[src/rtl/barrier_scheduler_pkg.sv]
// barrier_scheduler_pkg
//   Shared definitions for the barrier scheduler: default sizing and the
//   per-slot FSM state encoding. Imported by barrier_slot and
//   barrier_scheduler.
package barrier_scheduler_pkg;

  localparam int DEF_NUM_PE  = 16;
  localparam int DEF_NUM_BAR = 4;
  localparam int DEF_BID_W   = 2;
  localparam int DEF_TO_W    = 16;

  typedef enum logic [1:0] {
    SLOT_IDLE    = 2'd0,
    SLOT_COLLECT = 2'd1,
    SLOT_RELEASE = 2'd2
  } slot_state_t;

endpackage

[src/rtl/barrier_scheduler_slot.sv]
// barrier_slot
//   One hardware barrier slot: FSM (IDLE -> COLLECT -> RELEASE -> IDLE),
//   participant mask, arrived vector and timeout counter.
//
// Ports:
//   clk, rst        clock, synchronous active-high reset
//   arm             load arm_mask/arm_timeout and enter COLLECT (only acted on in IDLE)
//   arm_mask        participant mask for the new barrier
//   arm_timeout     cycles before abort; 0 = never
//   abort           drop the barrier without release (only acted on in COLLECT)
//   arrive          arrival strobes from PEs addressing this slot
//   legal           arrivals this slot accepts this cycle (combinational)
//   live_mask       participant mask while the slot is not IDLE
//   release_mask    registered release pulse to participants
//   done            registered completion pulse
//   busy            slot is not IDLE
//   timeout_hit     one-cycle pulse: the slot is timing out at this edge
module barrier_slot
  import barrier_scheduler_pkg::*;
#(
  parameter int NUM_PE = DEF_NUM_PE,
  parameter int TO_W   = DEF_TO_W
) (
  input  logic              clk,
  input  logic              rst,
  input  logic              arm,
  input  logic [NUM_PE-1:0] arm_mask,
  input  logic [TO_W-1:0]   arm_timeout,
  input  logic              abort,
  input  logic [NUM_PE-1:0] arrive,
  output logic [NUM_PE-1:0] legal,
  output logic [NUM_PE-1:0] live_mask,
  output logic [NUM_PE-1:0] release_mask,
  output logic              done,
  output logic              busy,
  output logic              timeout_hit
);

  slot_state_t       state;
  logic [NUM_PE-1:0] mask;
  logic [NUM_PE-1:0] arrived;
  logic [TO_W-1:0]   timeout;
  logic [TO_W-1:0]   count;
  logic [TO_W:0]     count_inc;
  logic              collecting;
  logic              complete;

  // Completion takes priority over timeout; abort is resolved in the FSM
  // after both, so a final arrival always beats a concurrent abort.
  always_comb begin
    collecting  = (state == SLOT_COLLECT);
    legal       = collecting ? (arrive & mask & ~arrived) : '0;
    complete    = collecting && ((arrived | legal) == mask);
    count_inc   = {1'b0, count} + {{TO_W{1'b0}}, 1'b1};
    timeout_hit = collecting && !complete && (timeout != '0) &&
                  (count_inc == {1'b0, timeout});
    busy        = (state != SLOT_IDLE);
    live_mask   = busy ? mask : '0;
  end

  always_ff @(posedge clk) begin
    if (rst) begin
      state        <= SLOT_IDLE;
      mask         <= '0;
      arrived      <= '0;
      timeout      <= '0;
      count        <= '0;
      release_mask <= '0;
      done         <= 1'b0;
    end else begin
      case (state)
        SLOT_IDLE: begin
          release_mask <= '0;
          done         <= 1'b0;
          if (arm) begin
            state   <= SLOT_COLLECT;
            mask    <= arm_mask;
            timeout <= arm_timeout;
            arrived <= '0;
            count   <= '0;
          end
        end
        SLOT_COLLECT: begin
          if (complete) begin
            state        <= SLOT_RELEASE;
            arrived      <= arrived | legal;
            release_mask <= mask;
            done         <= 1'b1;
          end else if (timeout_hit || abort) begin
            state   <= SLOT_IDLE;
            mask    <= '0;
            arrived <= '0;
            count   <= '0;
          end else begin
            arrived <= arrived | legal;
            if (timeout != '0) begin
              count <= count_inc[TO_W-1:0];
            end
          end
        end
        SLOT_RELEASE: begin
          state        <= SLOT_IDLE;
          mask         <= '0;
          arrived      <= '0;
          count        <= '0;
          release_mask <= '0;
          done         <= 1'b0;
        end
        default: begin
          state <= SLOT_IDLE;
        end
      endcase
    end
  end

endmodule

[src/rtl/barrier_scheduler.sv]
// barrier_scheduler
//   Owns NUM_BAR hardware barriers shared by NUM_PE processing elements.
//   Decodes configuration and abort requests, rejects configurations whose
//   mask overlaps a live barrier, routes per-PE arrivals to their slot and
//   keeps sticky error flags.
//
// Ports:
//   clk, rst        clock, synchronous active-high reset
//   cfg_*           configuration request (valid, id, mask, timeout)
//   cfg_ack/err     registered accept/reject pulse, one cycle after cfg_valid
//   abort_valid/id  abort request for a COLLECT slot
//   arrive_valid    per-PE arrival strobes
//   arrive_id       per-PE target slot, PE p at [p*BID_W +: BID_W]
//   pe_release      one-cycle release pulse per PE
//   bar_done        one-cycle completion pulse per slot
//   bar_busy        slot is not IDLE
//   timeout_err     sticky per-slot timeout flag
//   arrive_err      sticky per-PE illegal-arrival flag
//   err_clr         clears sticky flags (a same-cycle new error survives)
module barrier_scheduler
  import barrier_scheduler_pkg::*;
#(
  parameter int NUM_PE  = DEF_NUM_PE,
  parameter int NUM_BAR = DEF_NUM_BAR,
  parameter int BID_W   = DEF_BID_W,
  parameter int TO_W    = DEF_TO_W
) (
  input  logic                    clk,
  input  logic                    rst,
  input  logic                    cfg_valid,
  input  logic [BID_W-1:0]        cfg_id,
  input  logic [NUM_PE-1:0]       cfg_mask,
  input  logic [TO_W-1:0]         cfg_timeout,
  output logic                    cfg_ack,
  output logic                    cfg_err,
  input  logic                    abort_valid,
  input  logic [BID_W-1:0]        abort_id,
  input  logic [NUM_PE-1:0]       arrive_valid,
  input  logic [NUM_PE*BID_W-1:0] arrive_id,
  output logic [NUM_PE-1:0]       pe_release,
  output logic [NUM_BAR-1:0]      bar_done,
  output logic [NUM_BAR-1:0]      bar_busy,
  output logic [NUM_BAR-1:0]      timeout_err,
  output logic [NUM_PE-1:0]       arrive_err,
  input  logic                    err_clr
);

  logic [NUM_BAR-1:0][NUM_PE-1:0] slot_arrive;
  logic [NUM_BAR-1:0][NUM_PE-1:0] slot_legal;
  logic [NUM_BAR-1:0][NUM_PE-1:0] slot_live;
  logic [NUM_BAR-1:0][NUM_PE-1:0] slot_release;
  logic [NUM_BAR-1:0]             slot_arm;
  logic [NUM_BAR-1:0]             slot_abort;
  logic [NUM_BAR-1:0]             slot_timeout;
  logic [NUM_PE-1:0]              live_or;
  logic [NUM_PE-1:0]              legal_or;
  logic [NUM_PE-1:0]              illegal;
  logic                           cfg_slot_idle;
  logic                           cfg_accept;

  // Decode requests against the pre-edge slot state. An id beyond NUM_BAR
  // never matches a slot, so it leaves cfg_slot_idle low and is rejected.
  always_comb begin
    live_or       = '0;
    legal_or      = '0;
    cfg_slot_idle = 1'b0;
    pe_release    = '0;
    for (int b = 0; b < NUM_BAR; b++) begin
      live_or    = live_or | slot_live[b];
      legal_or   = legal_or | slot_legal[b];
      pe_release = pe_release | slot_release[b];
      if (cfg_id == BID_W'(b)) begin
        cfg_slot_idle = !bar_busy[b];
      end
    end
    cfg_accept = cfg_slot_idle && ((cfg_mask & live_or) == '0);
    for (int b = 0; b < NUM_BAR; b++) begin
      slot_arm[b]   = cfg_valid && cfg_accept && (cfg_id == BID_W'(b));
      slot_abort[b] = abort_valid && (abort_id == BID_W'(b));
      for (int p = 0; p < NUM_PE; p++) begin
        slot_arrive[b][p] = arrive_valid[p] &&
                            (arrive_id[p*BID_W +: BID_W] == BID_W'(b));
      end
    end
    // Any strobe no slot claimed as legal is a misuse by that PE.
    illegal = arrive_valid & ~legal_or;
  end

  for (genvar b = 0; b < NUM_BAR; b++) begin : g_slot
    barrier_slot #(
      .NUM_PE (NUM_PE),
      .TO_W   (TO_W)
    ) u_slot (
      .clk          (clk),
      .rst          (rst),
      .arm          (slot_arm[b]),
      .arm_mask     (cfg_mask),
      .arm_timeout  (cfg_timeout),
      .abort        (slot_abort[b]),
      .arrive       (slot_arrive[b]),
      .legal        (slot_legal[b]),
      .live_mask    (slot_live[b]),
      .release_mask (slot_release[b]),
      .done         (bar_done[b]),
      .busy         (bar_busy[b]),
      .timeout_hit  (slot_timeout[b])
    );
  end

  // Sticky error flags: err_clr drops old bits but a new error this cycle
  // still lands.
  always_ff @(posedge clk) begin
    if (rst) begin
      cfg_ack     <= 1'b0;
      cfg_err     <= 1'b0;
      arrive_err  <= '0;
      timeout_err <= '0;
    end else begin
      cfg_ack     <= cfg_valid && cfg_accept;
      cfg_err     <= cfg_valid && !cfg_accept;
      arrive_err  <= (err_clr ? '0 : arrive_err) | illegal;
      timeout_err <= (err_clr ? '0 : timeout_err) | slot_timeout;
    end
  end

endmodule

[config.mk]
export PLATFORM = sky130hd
export DESIGN_NAME = barrier_scheduler
export DESIGN_NICKNAME = d
export VERILOG_FILES = /design/src/rtl/barrier_scheduler_pkg.sv /design/src/rtl/barrier_scheduler_slot.sv /design/src/rtl/barrier_scheduler.sv
export SDC_FILE = /design/constraint.sdc
export NUM_CORES = 1
export LEC_CHECK = 0
export ABC_AREA = 1
export CAP_MARGIN = 5
export CORE_MARGIN = 5
export CORE_UTILIZATION = 45
export DETAILED_ROUTE_END_ITERATION = 8
export RECOVER_POWER = 50
export SYNTH_ARGS = -nofsm -noshare
export SYNTH_HDL_FRONTEND = slang
export SYNTH_SLANG_ARGS = --single-unit
[constraint.sdc]
create_clock -name clk -period 6.9 [get_ports clk]
set_input_delay 0.69 -clock clk [delete_from_list [all_inputs] [get_ports clk]]
set_output_delay 0.69 -clock clk [all_outputs]
set_load 0.01 [all_outputs]
# Yosys cells after proc, flatten, opt, wreduce, memory -nomap -nowiden
# Index checks and enable logic that the tools add are counted.
[totals]
out_inout_bits = 46
ram_bits = 0
mem_bits_ro = 0
in_bits = 89
elab_cells = 425
n_memories = 0
reg_bits = 354
latch_bits = 0
[classes]
n_shift = 0
muxes = 94
multipliers = 0
n_lt_le_gt_ge = 0
n_eq_ne = 94
div_mod_pow = 0
add_sub_neg = 4
n_bitwise = 30
n_reduce_logical = 171
[op_table]
columns = ["op", "count"]
rows = [
  ["16-bit two-way mux", 49],
  ["16-bit case mux with 3 select lines", 12],
  ["16-bit bitwise OR", 14],
  ["16-bit bitwise AND", 10],
  ["16-bit case mux with 2 select lines", 4],
  ["1-bit logical AND", 91],
  ["2-bit equality test (second input constant)", 40],
  ["16-bit inverter", 5],
  ["16-bit by 1-bit adder with 17-bit output (second input constant)", 4],
  ["17-bit by 16-bit equality test with 1-bit output", 4],
  ["16-bit equality test", 4],
  ["16-bit nonzero test", 4],
  ["2-bit by 1-bit equality test with 1-bit output (second input constant)", 22],
  ["2-bit logical NOT", 22],
  ["2-bit AND reduction", 16],
  ["4-bit AND reduction", 8],
  ["2-bit two-way mux", 12],
  ["2-bit inequality test (second input constant)", 12],
  ["3-bit inequality test (second input constant)", 8],
  ["16-bit logical NOT", 1],
  ["2-bit case mux with 2 select lines", 4],
  ["2-bit nonzero test", 8],
  ["3-bit nonzero test", 4],
  ["1-bit logical NOT", 9],
  ["7 further kinds", 26],
]

# Logic depth before layout (Yosys ltp)
[logic_depth]
word_depth = 16
mapped_depth = 22
ltp_nobuf = 20

# Cells and area by module
# A second synthesis with hierarchy kept.
[unflattened]
hier_cells = 3263
area_unflattened_um2 = 20622.3
[modules_own_cells]
columns = ["module", "n_inst", "cells_per_inst", "area_per_inst_um2", "seq_area_each_um2"]
rows = [
  ["barrier_slot", 4, 733, 4697.0, 1661.6],
  ["barrier_scheduler", 1, 331, 1834.3, 440.4],
]

# Least setup slack after synthesis
# OpenSTA, ideal clock, no wires.
[synth_path]
path_kind = "register to register"
start = "register g_slot[0].u_slot.state[0]"
end = "register g_slot[1].u_slot.arrived[11]"
setup_time_ns = 0.117
setup_slack_ns = 4.355
arrival_time_ns = 2.428
path_buffers = 2
stages_incl_launch_ff = 22
synth_period_minus_slack_ns = 2.545
t_required_ns = 6.783
cell_sequence = "dfxtp_1 inv_1 ha_1 inv_2 buf_6 nand2_1 nand2_1 nor2_1 nor2_1 nor2_1 nand3_1 nor2_4 nand2_2 nor2_2 nand2_1 nand2_1 nand2_1 nor2_4 nand2_2 nand2_2 buf_6 a21oi_1"
[synth_between]
elab_chain_cells = 12
word_cells_on_any_way = 17
classes_between = "eq/ne: 1; mux: 5; bitwise: 4; reduce/logical: 7"
[synth_rtl]
columns = ["item", "line_no", "text"]
rows = [
  ["start: declaration", "barrier_scheduler_slot.sv:39", "slot_state_t state;"],
  ["start signal: assignment", "barrier_scheduler_slot.sv:63", "state <= SLOT_IDLE;"],
  ["start signal: assignment", "barrier_scheduler_slot.sv:76", "state <= SLOT_COLLECT;"],
  ["start signal: assignment", "barrier_scheduler_slot.sv:85", "state <= SLOT_RELEASE;"],
  ["2-bit nonzero test *", "barrier_scheduler_slot.sv:57", "busy = (state != SLOT_IDLE);"],
  ["via g_slot[0].u_slot.busy", "barrier_scheduler_slot.sv:35", "output logic busy,"],
  ["16-bit two-way mux", "barrier_scheduler_slot.sv:58", "live_mask = busy ? mask : '0;"],
  ["16-bit bitwise OR (3 in series)", "barrier_scheduler.sv:69", "live_or = live_or | slot_live[b];"],
  ["16-bit bitwise AND", "barrier_scheduler.sv:76", "cfg_accept = cfg_slot_idle && ((cfg_mask & live_or) == '0);"],
  ["16-bit logical NOT", "barrier_scheduler.sv:76", ""],
  ["1-bit logical AND *", "barrier_scheduler.sv:76", ""],
  ["1-bit logical AND * (2 in series)", "barrier_scheduler.sv:78", "slot_arm[b] = cfg_valid && cfg_accept && (cfg_id == BID_W'(b));"],
  ["2-bit by 1-bit inequality test with 1-bit output (no source line) *", "-", ""],
  ["2-bit AND reduction (no source line) *", "-", ""],
  ["end signal: assignment", "barrier_scheduler_slot.sv:86", "arrived <= arrived | legal;"],
  ["end signal: assignment", "barrier_scheduler_slot.sv:95", "arrived <= arrived | legal;"],
  ["end: declaration", "barrier_scheduler_slot.sv:41", "logic [NUM_PE-1:0] arrived;"],
]
# Mark *: on every way through the listed nets, which the timed path passes. The rest lies on a longest branch.
# A chain may end at the register's enable or synchronous reset.

# Worst setup path in the final report
[layout_path]
start = "register g_slot[0].u_slot.state[1]"
end = "register g_slot[0].u_slot.mask[3]"
[layout_between]
elab_chain_cells = 12
word_cells_on_any_way = 33
classes_between = "eq/ne: 6; mux: 7; bitwise: 5; reduce/logical: 15"
[layout_rtl]
columns = ["item", "line_no", "text"]
rows = [
  ["2-bit nonzero test or 2-bit by 1-bit equality test with 1-bit output (tied branches)", "barrier_scheduler_slot.sv:57, barrier_scheduler_slot.sv:51, barrier_scheduler_slot.sv:71", ""],
  ["16-bit two-way mux, on equally long branches", "barrier_scheduler_slot.sv:58, barrier_scheduler_slot.sv:52", ""],
  ["16-bit bitwise OR, on equally long branches", "barrier_scheduler.sv:69, barrier_scheduler_slot.sv:53", ""],
  ["16-bit bitwise OR or 16-bit equality test (tied branches)", "barrier_scheduler.sv:69, barrier_scheduler_slot.sv:53", ""],
  ["16-bit bitwise OR or 1-bit logical AND (tied branches)", "barrier_scheduler.sv:69, barrier_scheduler_slot.sv:53", ""],
  ["16-bit bitwise AND or 1-bit logical NOT (tied branches)", "barrier_scheduler.sv:76, barrier_scheduler_slot.sv:55", ""],
  ["16-bit logical NOT or 1-bit logical AND (tied branches)", "barrier_scheduler.sv:76, barrier_scheduler_slot.sv:55", ""],
  ["1-bit logical AND, on equally long branches", "barrier_scheduler.sv:76, barrier_scheduler_slot.sv:55", ""],
  ["1-bit logical AND, on equally long branches", "barrier_scheduler.sv:78, barrier_scheduler_slot.sv:55", ""],
  ["1-bit logical AND or 1-bit logical OR (tied branches)", "barrier_scheduler.sv:78, barrier_scheduler_slot.sv:89", ""],
  ["2-bit by 1-bit inequality test with 1-bit output (no source line) or 2-bit inequality test (tied branches)", "-", ""],
  ["4-bit AND reduction (no source line)", "-", ""],
  ["end signal: assignment", "barrier_scheduler_slot.sv:77", "mask <= arm_mask;"],
  ["end: declaration", "barrier_scheduler_slot.sv:40", "logic [NUM_PE-1:0] mask;"],
]
# Several ways; a longest one is shown, not always the timed one.

==> summary by stage <==
Worst setup path
The number of cells traversed by the worst register-to-register path is 17. In this design, the stage delay of the slowest critical-path cell is 1.19 ns. The start-to-end type of the worst setup path is flop to flop.

STA classifies the critical path endpoint as a flop. The largest fanout on the critical path is 25. The cell with the biggest individual delay on the critical path is clkbuf_1. The cell class contributing the biggest share of worst-path delay is simple AND/OR/NAND/NOR gates.

The signal on the critical path passes through inv_1 > ha_1 > clkbuf_1 > inv_1 > nor3_1 > nor2_1 > nor2_1 > nand2_1 > nor2_1 > nand2_1 > nand2_1 > nor2_1 > nand3_1 > nand2_1 > nand2_4 > nand2_2 > o21ai_0. Together, buffers and inverters on the worst path number 3. Data on the critical path arrives at its endpoint at between 6 and 7 ns. The critical path required time is 7.40 ns. STA classifies the critical path startpoint as a flop. The critical path depth is 17.

Timing
The final clock skew is ~0.023 ns. Summed over all failing endpoints, the final setup total negative slack is 0 ns. Setup violations remaining at the end of the flow were counted as 0. The count of endpoints failing hold in the final timing report is 0. The slew of the pin with the lowest slew margin is 1.762 ns.

The number of pins exceeding their max-slew limit in the final report was 57. Once routing completed, OpenROAD measured the worst setup slack at about 1.1 ns. The final period demand of the worst path is between 5 and 6 ns. Setup repair after global routing left no endpoint under its margin. The share of the clock period used by the worst path after layout is around 84%. The highest attainable clock frequency is 171.7 MHz. The worst pin sits at a relative slew slack of -17.43%. Hold is met by around 0.46 ns.

Routing
After detailed routing, the number of remaining DRC violations is 0. The number of DRC markers in iteration 0 is 2343. The number of detailed-routing iterations run before antenna repair is 6. The final layout contains routed wiring with a total length of between 80000 and 90000 um. The detailed-route vias per instance is approximately 5.5. The total number of vias is ~22000. The average detailed-routed wire length per instance is 20.77 um. The count of nets left with antenna violations after detail routing is 0.

Synth
The post-synthesis share of cell area spent on full adders, half adders and majority gates is ~1.3%. Summing the sequential cell areas from Yosys gives between 30 and 40% of the chip area. The synthesized netlist contains 40 unique library cells. The average instance in the mapped netlist occupies 6.186 um^2. The summed instance area of the synthesized netlist is roughly 20000 um^2. The number of standard cells after synthesis is roughly 3200. After Yosys synthesis, XOR and XNOR cells account for 1.195% of the synthesized area. The synthesized design contains between 300 and 400 register bits. Summing the areas of all compound-gate instances in the mapped netlist gives between 10% and 20% of the synthesized area. The multiplexer fraction of the synthesized cell area is 0%. The post-synthesis share of cell area spent on and, or, nand and nor gates is about two fifths. The largest family of logic cells by synthesized area is simple AND/OR/NAND/NOR gates. Counting every net in the synthesized netlist gives 3342.

The total number of yosys warnings is 0.

Layout
The post-route core utilization is between 50% and 60%. Excluding fillers, the count of instances in the completed layout stands at 3936. The repair_antennas step left the layout with diodes totalling 0.

The ratio of cells with drive above 1 in the final layout is roughly 3.8%. Compared with the post-synthesis result, the final layout area differs by 15.53%. The number of nets at the end of the flow is approximately 3400.

CTS
The CTS tree is built. The count of hold buffers inserted by post-cts repair is 0. In this run, CTS created clock tree buffers numbering 43.

The buffer cell driving the clock tree root is clkbuf_16. The number of clock sinks seen by CTS is approximately 350. Clock-pin slew was measured on the worst setup and hold paths at 0.07 ns. Counting along the longest clock path gives a buffer depth of 3.

The H-tree depth is 2. The clock latency at the later pin of the worst-skew pair is 0.59 ns. Buffers added to address setup during post-CTS repair amount to 0. In this run, post-CTS repair resized a total of 0 instances.

Floorplanning
The initial core utilization is 45.32%. In this run the vertical extent of the chip is ~220 um. The site row count is 77. The placeable core region is about 44000 um^2. The die covers roughly 50000 um^2. The horizontal die dimension is roughly 220 um. In this run the count of I/O pins placed on the die edge is between 100 and 150.

Power
Summed over all cells, the static leakage comes to around 10 nW. IR analysis of the VDD net gives a maximum drop of between 0.00015 and 0.0002 V. The cell area power density is between 300 and 400 nW/um^2.

Global routing
The via count of the first global-routing pass is roughly 20000. The number of antenna violations at the first check in global routing is 3. The global-route usage over all layers is 31.78%. The first-pass GRT wire length is between 100000 and 150000 um. The total grt overflow is 0. The pin count of the biggest net entering global routing is 72.

Placement
Detailed placement finished with a half-perimeter wire length of roughly 62000 um. Counting tap cells, the placed design contains a total of around 3900 instances. The placer congestion estimate is slightly above 1. The worst setup timing slack at the placement stage is 2.004 ns. The count of buffers added on input and output ports is 134.

Worst hold path
In this run the worst hold path is classified as flop to flop. Counting instances, the worst hold path has a depth of 2.

Run
Max-cap violations in this run came to 2.

Run status
The flow ran to the end, but the final reports show violations. The checks that failed: max-capacitance violations, max-slew violations.
cell usage in the layout (no fill, tap or decap), types with 15 or more instances in the layout:
cell	instances
nor2_1	464
clkdlybuf4s50_1	89
nor3_1	38
dfxtp_1	354
o21ai_0	153
dlygate4sd3_1	44
clkbuf_16	44
o21ai_1	30
ha_1	20
o22ai_1	44
a21oi_1	218
or2_2	15
nand3_1	304
nand2_1	823
nand4_1	105
inv_1	472
sequential cells by signal (all words and copies together) (netlist names):
| register | count |
|---|---|
| g_slot.u_slot.arrived | 64 |
| g_slot.u_slot.timeout | 64 |
| cfg_err | 1 |
| timeout_err | 4 |
| cfg_ack | 1 |
| g_slot.u_slot.mask | 64 |
| g_slot.u_slot.state | 8 |
| g_slot.u_slot.release_mask | 64 |
| g_slot.u_slot.done | 4 |
| g_slot.u_slot.count | 64 |
| arrive_err | 16 |
cell families (layout without fill, tap and decap cells):
family                     Yosys count  count (layout)
AOI/OAI and AO/OA                  450             450
xor gates and xnor gates            21              21
adders and majority gates           20              20
buffers and inverters              592             703
DFF                                354             354
and+or+nand+nor                   1796            1796
worst paths after layout:
path / start / to / slack [ns]
setup / recovery: g_slot[0].u_slot.state[1] / g_slot[0].u_slot.mask[3] / 1.08
hold / removal: g_slot[3].u_slot.done / g_slot[3].u_slot.done / 0.46
setup reg to reg: g_slot[0].u_slot.state[1] / g_slot[0].u_slot.mask[3] / 1.08
hold reg to reg: g_slot[3].u_slot.done / g_slot[3].u_slot.done / 0.46
per-layer routing:
layer	wire, um	part of all wire (%)	track usage (%)	vias to the layer above
met3	9076	11	8.375	139
li1	-	-	-	10460
met4	1894	2.3	7.323	4
met5	34	0.042	0	-
met2	34100	42	47.12	989
met1	36640	45	46.38	10140
power by group:
group	switching [W]	internal (W)	leakage (nW)
Combinational	0.00197	0.000777	6.37
Sequential	0.000335	0.00232	2.87
Clock	0.000982	0.00150	0.753
Total	0.00329	0.00460	10.0
cell usage after synthesis:
master    instances  share of area (%)
o21ai_1          30               0.75
or2_0            10               0.31
dfxtp_1         354                 35
inv_1           469                8.8
nand2_4           5               0.28
a31oi_1           1              0.031
nand3_4           1              0.088
nor2_1          462                8.7
xor2_1           13               0.57
nand3_2           2               0.10
xnor2_1           4               0.18
a21oi_1         218                5.5
buf_1             7               0.13
nand3b_1          8               0.30
inv_2             5              0.094
buf_2            26               0.65
nand3b_2          1              0.056
nand2_2          11               0.34
nand4_1         104                3.3
o21ai_0         153                3.8
clkbuf_1         64                1.2
nand2_1         818                 15
o21ai_2           1              0.044
or2_2            15               0.47
nor4_1            1              0.031
nand3_1         302                7.6
nor2_8            3               0.30
o22ai_1          44                1.4
buf_6             4               0.23
nor2_4            5               0.28
nor2_2            3              0.094
nor3_1           38               0.95
ha_1             20                1.3
and2_1            4               0.13
buf_4            14               0.53
xnor3_1           4               0.45
nand4_4           2               0.21
nor3_2            1              0.050
o21bai_1          3               0.11
clkinv_1          3              0.056
final cells by class:
cell class                 count  area [um^2]
clock inverter                19        254.0
fill                        4646        21020
sequential                   354         7087
timing repair buffer         146         1418
inverter                     477         1793
multi-input combinational   2287        10520
clock buffer                  61         1295
tap                          592        740.7
worst register-to-register path: stages, from the launching register on:
cell and delay (ns):
dfxtp_1 0.34, inv_1 0.10, ha_1 0.16, clkbuf_1 1.19, inv_1 0.45, nor3_1 0.41
nor2_1 0.08, nor2_1 0.10, nand2_1 0.06, nor2_1 0.11, nand2_1 0.13, nand2_1 0.27
nor2_1 0.08, nand3_1 0.57, nand2_1 0.52, nand2_4 0.33, nand2_2 0.48, o21ai_0 0.37
per-stage QoR:
stage	total power (W)	cell area, um^2
floorplan	0.004429	20000
global placement	0.005363	21630
detailed placement	0.005386	21630
CTS	0.007862	23180
global route	0.008259	23100
finish	0.007883	23100
Note: power is estimated with default switching activity, not from simulation.
